==> config.mk <==
export PLATFORM = sky130hd
export DESIGN_NAME = seg7_scan_driver
export DESIGN_NICKNAME = d
export VERILOG_FILES = /design/src/rtl/seg7_scan_driver_pkg.sv /design/src/rtl/seg7_scan_timer.sv /design/src/rtl/seg7_scan_driver.sv
export SDC_FILE = /design/constraint.sdc
export NUM_CORES = 1
export LEC_CHECK = 0
export ABC_AREA = 1
export CAP_MARGIN = 20
export CORE_AREA = 8 8 108 110
export CTS_BUF_LIST = sky130_fd_sc_hd__clkbuf_2 sky130_fd_sc_hd__clkbuf_4 sky130_fd_sc_hd__clkbuf_8
export DETAILED_ROUTE_END_ITERATION = 10
export DIE_AREA = 0 0 116 118
export PLACE_DENSITY = 0.68
export SYNTH_ARGS = -nofsm -noshare
export SYNTH_HDL_FRONTEND = slang
export SYNTH_SLANG_ARGS = --single-unit
==> constraint.sdc <==
create_clock -name clock -period 2.5 [get_ports clock]
set_input_delay 0.5 -clock clock [delete_from_list [all_inputs] [get_ports clock]]
set_output_delay 0.5 -clock clock [all_outputs]
set_load 0.01 [all_outputs]
==> src/rtl/seg7_scan_driver_pkg.sv <==
// seg7_scan_driver_pkg: shared constants, FSM state encoding and width helper for the 7-segment scanner
package seg7_scan_driver_pkg;
    localparam logic [6:0] SEG7_OFF        = 7'h7F;
    localparam int         SEG7_DIGITS_DEF = 6;

    typedef enum logic {
        ST_BLANK = 1'b0,
        ST_SHOW  = 1'b1
    } seg7_state_t;

    function automatic int seg7_idx_w(input int n);
        return (n > 1) ? $clog2(n) : 1;
    endfunction
endpackage

==> src/rtl/seg7_scan_timer.sv <==
// seg7_scan_timer: BLANK/SHOW dwell counter and digit index; exposes next-cycle state so the
// top can register its outputs on the same edge as the state change.
module seg7_scan_timer
    import seg7_scan_driver_pkg::*;
#(
    parameter int DIGITS    = SEG7_DIGITS_DEF,
    parameter int SCAN_DIV  = 50000,
    parameter int BLANK_CYC = 500
) (
    input  logic                          i_clk,
    input  logic                          i_rst_n,
    output logic                          o_show_nxt,
    output logic [seg7_idx_w(DIGITS)-1:0] o_idx_nxt,
    output logic                          o_frame_start
);
    localparam int IW = seg7_idx_w(DIGITS);
    localparam int CW = $clog2(((SCAN_DIV > BLANK_CYC) ? SCAN_DIV : BLANK_CYC) + 1);
    localparam logic [CW-1:0] SHOW_LAST  = CW'(SCAN_DIV - 1);
    localparam logic [CW-1:0] BLANK_LAST = (BLANK_CYC == 0) ? '0 : CW'(BLANK_CYC - 1);
    localparam logic [IW-1:0] IDX_LAST   = IW'(DIGITS - 1);

    seg7_state_t   r_state, w_state_nxt;
    logic [CW-1:0] r_cnt, w_cnt_nxt;
    logic [IW-1:0] r_idx, w_idx_nxt;
    logic          w_adv;

    always_ff @(posedge i_clk or negedge i_rst_n) begin
        if (!i_rst_n) begin
            r_state <= ST_BLANK;
            r_cnt   <= '0;
            r_idx   <= IDX_LAST;
        end else begin
            r_state <= w_state_nxt;
            r_cnt   <= w_cnt_nxt;
            r_idx   <= w_idx_nxt;
        end
    end

    // With no blanking gap, SHOW chains straight into the next digit's SHOW.
    always_comb begin
        w_state_nxt = r_state;
        w_cnt_nxt   = r_cnt + 1'b1;
        w_adv       = 1'b0;
        if (r_state == ST_BLANK) begin
            if (r_cnt == BLANK_LAST) begin
                w_state_nxt = ST_SHOW;
                w_adv       = 1'b1;
            end
        end else if (r_cnt == SHOW_LAST) begin
            w_state_nxt = (BLANK_CYC == 0) ? ST_SHOW : ST_BLANK;
            w_adv       = (BLANK_CYC == 0);
        end
        if (w_state_nxt != r_state || w_adv)
            w_cnt_nxt = '0;
        w_idx_nxt = w_adv ? ((r_idx == IDX_LAST) ? '0 : r_idx + 1'b1) : r_idx;
    end

    assign o_show_nxt    = (w_state_nxt == ST_SHOW);
    assign o_idx_nxt     = w_idx_nxt;
    assign o_frame_start = w_adv && (w_idx_nxt == '0);
endmodule

==> src/rtl/seg7_scan_driver.sv <==
// seg7_scan_driver: time-multiplexed 7-segment scanner with per-frame input snapshot.
// Define SEG7_OVERLOAD_BLINK_EN to blink the display while the snapshotted overload flag is set.
module seg7_scan_driver
    import seg7_scan_driver_pkg::*;
#(
    parameter int DIGITS       = SEG7_DIGITS_DEF,
    parameter int SCAN_DIV     = 50000,
    parameter int BLANK_CYC    = 500,
    parameter int BLINK_FRAMES = 64
) (
    input  logic                  clock,
    input  logic                  reset,
    input  logic [7*DIGITS-1:0]   segments_in,
    input  logic [DIGITS-1:0]     dp_in,
    input  logic                  overload,
    output logic [6:0]            seg_n,
    output logic                  dp_n,
    output logic [DIGITS-1:0]     anode_n
);
    localparam int IW = seg7_idx_w(DIGITS);

    logic                w_show_nxt;
    logic                w_frame_start;
    logic [IW-1:0]       w_idx_nxt;
    logic [7*DIGITS-1:0] r_snap_seg, w_seg_src;
    logic [DIGITS-1:0]   r_snap_dp, w_dp_src;
    logic                w_dark_nxt;

    seg7_scan_timer #(
        .DIGITS    (DIGITS),
        .SCAN_DIV  (SCAN_DIV),
        .BLANK_CYC (BLANK_CYC)
    ) u_timer (
        .i_clk         (clock),
        .i_rst_n       (reset),
        .o_show_nxt    (w_show_nxt),
        .o_idx_nxt     (w_idx_nxt),
        .o_frame_start (w_frame_start)
    );

    // Digit 0 of a new frame reads the live inputs; every later digit reads the snapshot.
    assign w_seg_src = w_frame_start ? segments_in : r_snap_seg;
    assign w_dp_src  = w_frame_start ? dp_in : r_snap_dp;

`ifdef SEG7_OVERLOAD_BLINK_EN
    localparam int FW = (BLINK_FRAMES > 1) ? $clog2(BLINK_FRAMES) : 1;

    logic [FW-1:0] r_frame_cnt;
    logic          r_blink_phase;
    logic          r_snap_dark;

    // A frame is dark when overload was set at its start and the phase held then was 1.
    always_ff @(posedge clock or negedge reset) begin
        if (!reset) begin
            r_frame_cnt   <= '0;
            r_blink_phase <= 1'b0;
            r_snap_dark   <= 1'b0;
        end else if (w_frame_start) begin
            r_snap_dark <= overload & r_blink_phase;
            if (r_frame_cnt == FW'(BLINK_FRAMES - 1)) begin
                r_frame_cnt   <= '0;
                r_blink_phase <= ~r_blink_phase;
            end else begin
                r_frame_cnt <= r_frame_cnt + 1'b1;
            end
        end
    end

    assign w_dark_nxt = w_frame_start ? (overload & r_blink_phase) : r_snap_dark;
`else
    assign w_dark_nxt = overload && (BLINK_FRAMES < 1);
`endif

    always_ff @(posedge clock or negedge reset) begin
        if (!reset) begin
            seg_n      <= SEG7_OFF;
            dp_n       <= 1'b1;
            anode_n    <= '1;
            r_snap_seg <= '1;
            r_snap_dp  <= '1;
        end else begin
            if (w_frame_start) begin
                r_snap_seg <= segments_in;
                r_snap_dp  <= dp_in;
            end
            seg_n   <= w_show_nxt ? w_seg_src[7*w_idx_nxt +: 7] : SEG7_OFF;
            dp_n    <= w_show_nxt ? w_dp_src[w_idx_nxt] : 1'b1;
            anode_n <= (w_show_nxt && !w_dark_nxt) ? ~(DIGITS'(1) << w_idx_nxt) : '1;
        end
    end
endmodule
# --- After elaboration in Yosys (flattened, before gate mapping) ---
# Cells that the tools add are included.
totals:
  register_bits: 82
  elab_cells: 36
  latch_bits: 0
  output_inout_bits: 14
  mem_count: 0
  ramBits: 0
  mem_bits_ro: 0
classes:
  div_mod_pow: 0
  order_cmp: 1
  reduce_logical: 3
  n_addsub: 2
  n_eq_ne: 4
  n_shift: 2
  n_bitwise: 1
  multipliers: 1
  n_mux: 14
op_table:
  columns: ["cell", "count"]
  rows:
  - ["$mux 42", 1]
  - ["$shiftx 42x7->7", 1]
  - ["$add 16x1->16 const B", 1]
  - ["$eq 16x16->1 const B", 1]
  - ["$eq 16x9->1 const B", 1]
  - ["$mux 16", 1]
  - ["$mux 6", 2]
  - ["$mux 7", 1]
  - ["$mul 3x3->6 const A", 1]
  - ["$mux 1", 6]
  - ["$mux 3", 2]
  - ["$not 6->6", 1]
  - ["$shl 1x3->6 const A", 1]
  - ["$lt 3x4->1 const B", 1]
  - ["$add 3x1->3 const B", 1]
  - ["$bmux 1 s3", 1]
  - ["$eq 3x3->1 const B", 1]
  - ["$logic_not 3->1", 1]
  - ["$logic_and 1x1->1", 1]
  - ["$logic_or 1x1->1", 1]
  - ["$ne 1x1->1", 1]

# --- Logic depth before layout (Yosys ltp) ---
logic_depth:
  ltp_word: 10
  mapped_depth: 14
  ltp_nobuf: 13

# --- Modules after synthesis ---
# From an unflattened synthesis, not the netlist that was laid out.
hier_totals:
  hier_cells: 502
  hier_area_um2: 4122.7
modules_own_cells:
  columns: ["mod", "seq_area_each_um2", "cells_per_inst", "area_per_inst_um2", "n_inst"]
  rows:
  - ["seg7_scan_driver", 1629.1, 340, 2960.3, 1]
  - ["seg7_scan_timer", 503.0, 162, 1162.4, 1]

# --- Least setup slack after synthesis ---
# OpenSTA, ideal clock, no wires.
synth_timing:
  kind: "reg-to-reg"
  startpoint: "register u_timer.r_cnt[0]"
  endpoint: "register seg_n[6]"
  synth_period_minus_slack_ns: 1.739
  setup_time_ns: 0.075
  arrival_time_ns: 1.664
  slack_ns: 0.761
  path_stages_with_launch: 14
  path_buffers: 1
  path_cell_list: "dfrtp_1 > ha_1 > nand3_2 > nor2_1 > nand2_2 > nor2_8 > nand2_4 > nand2_4 > nor2_8 > buf_6 > nand2_1 > nand3_1 > nor2_1 > nor2_1"
synth_via:
  elab_chain_len: 9
  word_cells_on_any_way: 13
  classes_between: "mul: 1; eq/ne: 2; shift: 1; mux: 7; reduce/logical: 2"
synth_rtl:
  columns: ["element", "line_no", "rtl"]
  rows:
  - ["start: declaration", "seg7_scan_timer.sv:23", "logic [CW-1:0] r_cnt, w_cnt_nxt;"]
  - ["start signal: assignment", "seg7_scan_timer.sv:34", "r_cnt <= w_cnt_nxt;"]
  - ["parallel branches: the longest is 8 deep, another holds $mul 3x3->6", null, null]
  - ["$mux 7 *", "seg7_scan_driver.sv:86", "seg_n <= w_show_nxt ? w_seg_src[7*w_idx_nxt +: 7] : SEG7_OFF;"]
  - ["end signal: assignment", "seg7_scan_driver.sv:86", null]
  - ["end: declaration", "seg7_scan_driver.sv:16", "output logic [6:0] seg_n,"]
# Every way passes the cells marked *.

# --- Final worst setup path ---
layout_timing:
  startpoint: "register u_timer.r_cnt[0]"
  endpoint: "register seg_n[1]"
# The elaborated chain is that of the path after synthesis.

==> metrics.md <==
| Metric | Value |
|---|---|
| Slew HR | `51.4%` |
| Die X | `116 um` |
| Synth unique cells | `35` |
| Fin crit period | `2190 ps` |
| GRT overflow | `0` |
| Endpoint type of the worst setup path | `register` |
| Overall Global Routing Usage | `14.8%` |
| Maximum buffer depth of the clock tree | `2` |
| Syn Inst Count | `497` |
| Worst path arrival time | `2480 ps` |
| Required time of the critical path | `2790 ps` |
| Fraction of layout cells with a size suffix above 1 | `24.9%` |
| Clk sinks | `82` |
| Placement Rows | `37` |
| N_diodes | `0` |
| First-pass GRT wire length | `16400 um` |
| Starting Density | `42.0%` |
| Initial antenna violation count | `0` |
| Post-CTS Setup Bufs | `0` |
| Critical path class | `register to register` |
| Crit. Startpoint | `u_timer.r_cnt[0]` |
| DIE HEIGHT | `118 um` |
| Dpl hpwl | `6880 um` |
| Post-Syn Area | `4200 sq um` |
| Worst-path maximum fanout | `9` |
| Post-route clock period utilization | `87.8%` |
| Commonest non-fill, non-tap cell in the layout | `nand2_1` |
| Worst-margin pin slew | `729 ps` |
| WL final | `9490 um` |
| Static Leak | `2.40 nW` |
| Maximum capacitance violations | `0` |
| # IOs | `65` |
| Cell Pwr Density | `472 nW/um^2` |
| Worst Hold Class | `input pin to asynchronous set/reset pin` |
| Clock transition at the registers of the reported paths | `90 ps` |
| Syn avg cell area | `8.45 sq um` |
| Vias in the first global route | `3393` |
| Final #Nets | `610` |
| Hold-fix buffers, CTS | `0` |
| Most frequent cells in the layout | `nand2_1 (169), dfstp_2 (64), clkdlybuf4s50_1 (62)` |
| Achievable Freq | `0.456 GHz` |
| First-pass detailed-route iteration total | `4` |
| DR iter-0 viols | `232` |
| Syn Nets | `549` |
| ANT nets after route | `0` |
| RR Startpoint | `u_timer.r_cnt[0]` |
| Run status | `finished, final reports clean` |
| Htree depth | `3` |
| PortBufs | `63` |
| Via count | `3313` |
| DIE AREA | `13700 sq um` |
| GP Congestion | `0.875` |
| TritonCTS buffer count | `9` |
| Largest net degree at the start of global routing | `73` |
| Vias/cell | `4.74` |
| Max VDD drop | `0.271 mV` |
| Root Driver | `clkbuf_8` |
| Drt drc | `0` |
| Per-cell routed wire length | `13.6 um` |
| CP Launch Type | `register` |
| Core area | `10000 sq um` |
| Clock Skew | `10.6 ps` |
| Post-CTS sizing | `0` |
| CTS tree | `yes` |
| Final core occ | `51.3%` |
| Register area share after synthesis | `50.7%` |
| Fin Setup TNS | `0 ps` |
| Seq cells post-synth | `82` |
| RSZ-0062 raised after global routing | `false` |
| Final Max Slew Viols | `0` |
| YS warnings | `0` |
| Final setup violating endpoints | `0` |
| Clk Latency, worst-skew pair | `350 ps` |
| Endpoints failing hold | `0` |
| Syn-to-layout area delta | `22.1%` |
## sequential cells by signal (all words and copies together), names as in the netlist
| signal | flops |
|---|---|
| dp_n | 1 |
| anode_n | 6 |
| u_timer.r_state | 1 |
| u_timer.r_idx | 3 |
| r_snap_seg | 42 |
| u_timer.r_cnt | 16 |
| r_snap_dp | 6 |
| seg_n | 7 |
## logic make-up after synthesis
logic type | synth area share [%]
and+or+nand+nor | 33.4
AOI/OAI and AO/OA | 7.06
adders and majority gates | 0.298
xor gates and xnor gates | 0.625
DFF | 50.7
buffers and inverters | 7.83
## power breakdown
group	internal (W)	switching (W)	leakage, nW
registers	0.00133	0	0.910
clock network	0.000469	0.000507	0.101
logic	0.0000706	0.0000456	1.39
## per-layer routing
layer  part of all wire [%]  global-route usage [%]  vias up
met5                      0                       0        -
met4                    1.4                    5.03        0
met3                    5.8                    3.49       13
met2                     46                    23.2       78
met1                     47                    19.4     1528
li1                       -                       -     1694
## path summary, 6_finish.rpt
check                                   endpoint  slack [ps]  depth (start not counted)
worst max register to register          seg_n[1]         310                         11
worst min-delay path            u_timer.r_cnt[4]         200                          1
worst min register to register    r_snap_seg[27]         480                          2
min in group clock                r_snap_seg[27]         480                          2
max in group asynchronous               seg_n[5]        1560                          2
worst max-delay path                    seg_n[1]         310                         11
## per-stage QoR
stage	setup WS (ps)	std cells	area (sq um)	hold slack (ps)	total power, W
after CTS	296	699	5130	233	0.00245
final	306	699	5130	204	0.00242
after global routing	62.1	699	5130	258	0.00251
after global placement	390	683	4930	461	0.00147
after detailed placement	315	683	4930	464	0.00147
after floorplan	761	497	4200	204	0.00136
## worst max-delay path, cell delays in order, from the launching register on
cell     delay (ps)
dfrtp_1         400
ha_1            240
nand3_2         180
nor2_1          220
nand3_2         140
nand2_1          80
nand2_1          60
nor2_2          400
nand2_1         120
nand3_1         150
nor2_1           60
nor2_1           80
## final cells by class
type | instances | area, sq um
fill | 968 | 4870
sequential | 82 | 2130
multi-input combinational | 341 | 1740
timing repair buffer | 68 | 678
inverter | 56 | 210
tap | 136 | 170
clock buffer | 9 | 124
clock inverter | 7 | 75.1
## synthesized netlist by cell type, drive strengths merged
cell type  number  area share (%)
a21oi           8            0.95
o211ai          1            0.18
nand2         178              17
clkbuf          2            0.18
xor2            1            0.21
dfrtp          18              11
o21a            1            0.18
o21ai          27             5.3
nor4            4            0.60
nor2           59             7.3
a31oi           1            0.15
nor3            5            0.60
a211oi          1            0.18
o22ai           1            0.15
inv            56             5.0
dfstp          64              40
xnor2           2            0.42
buf            16             2.7
ha              1            0.30
nand3          20             2.9
nand4          31             5.0
Power figures use the tool's default switching activity.
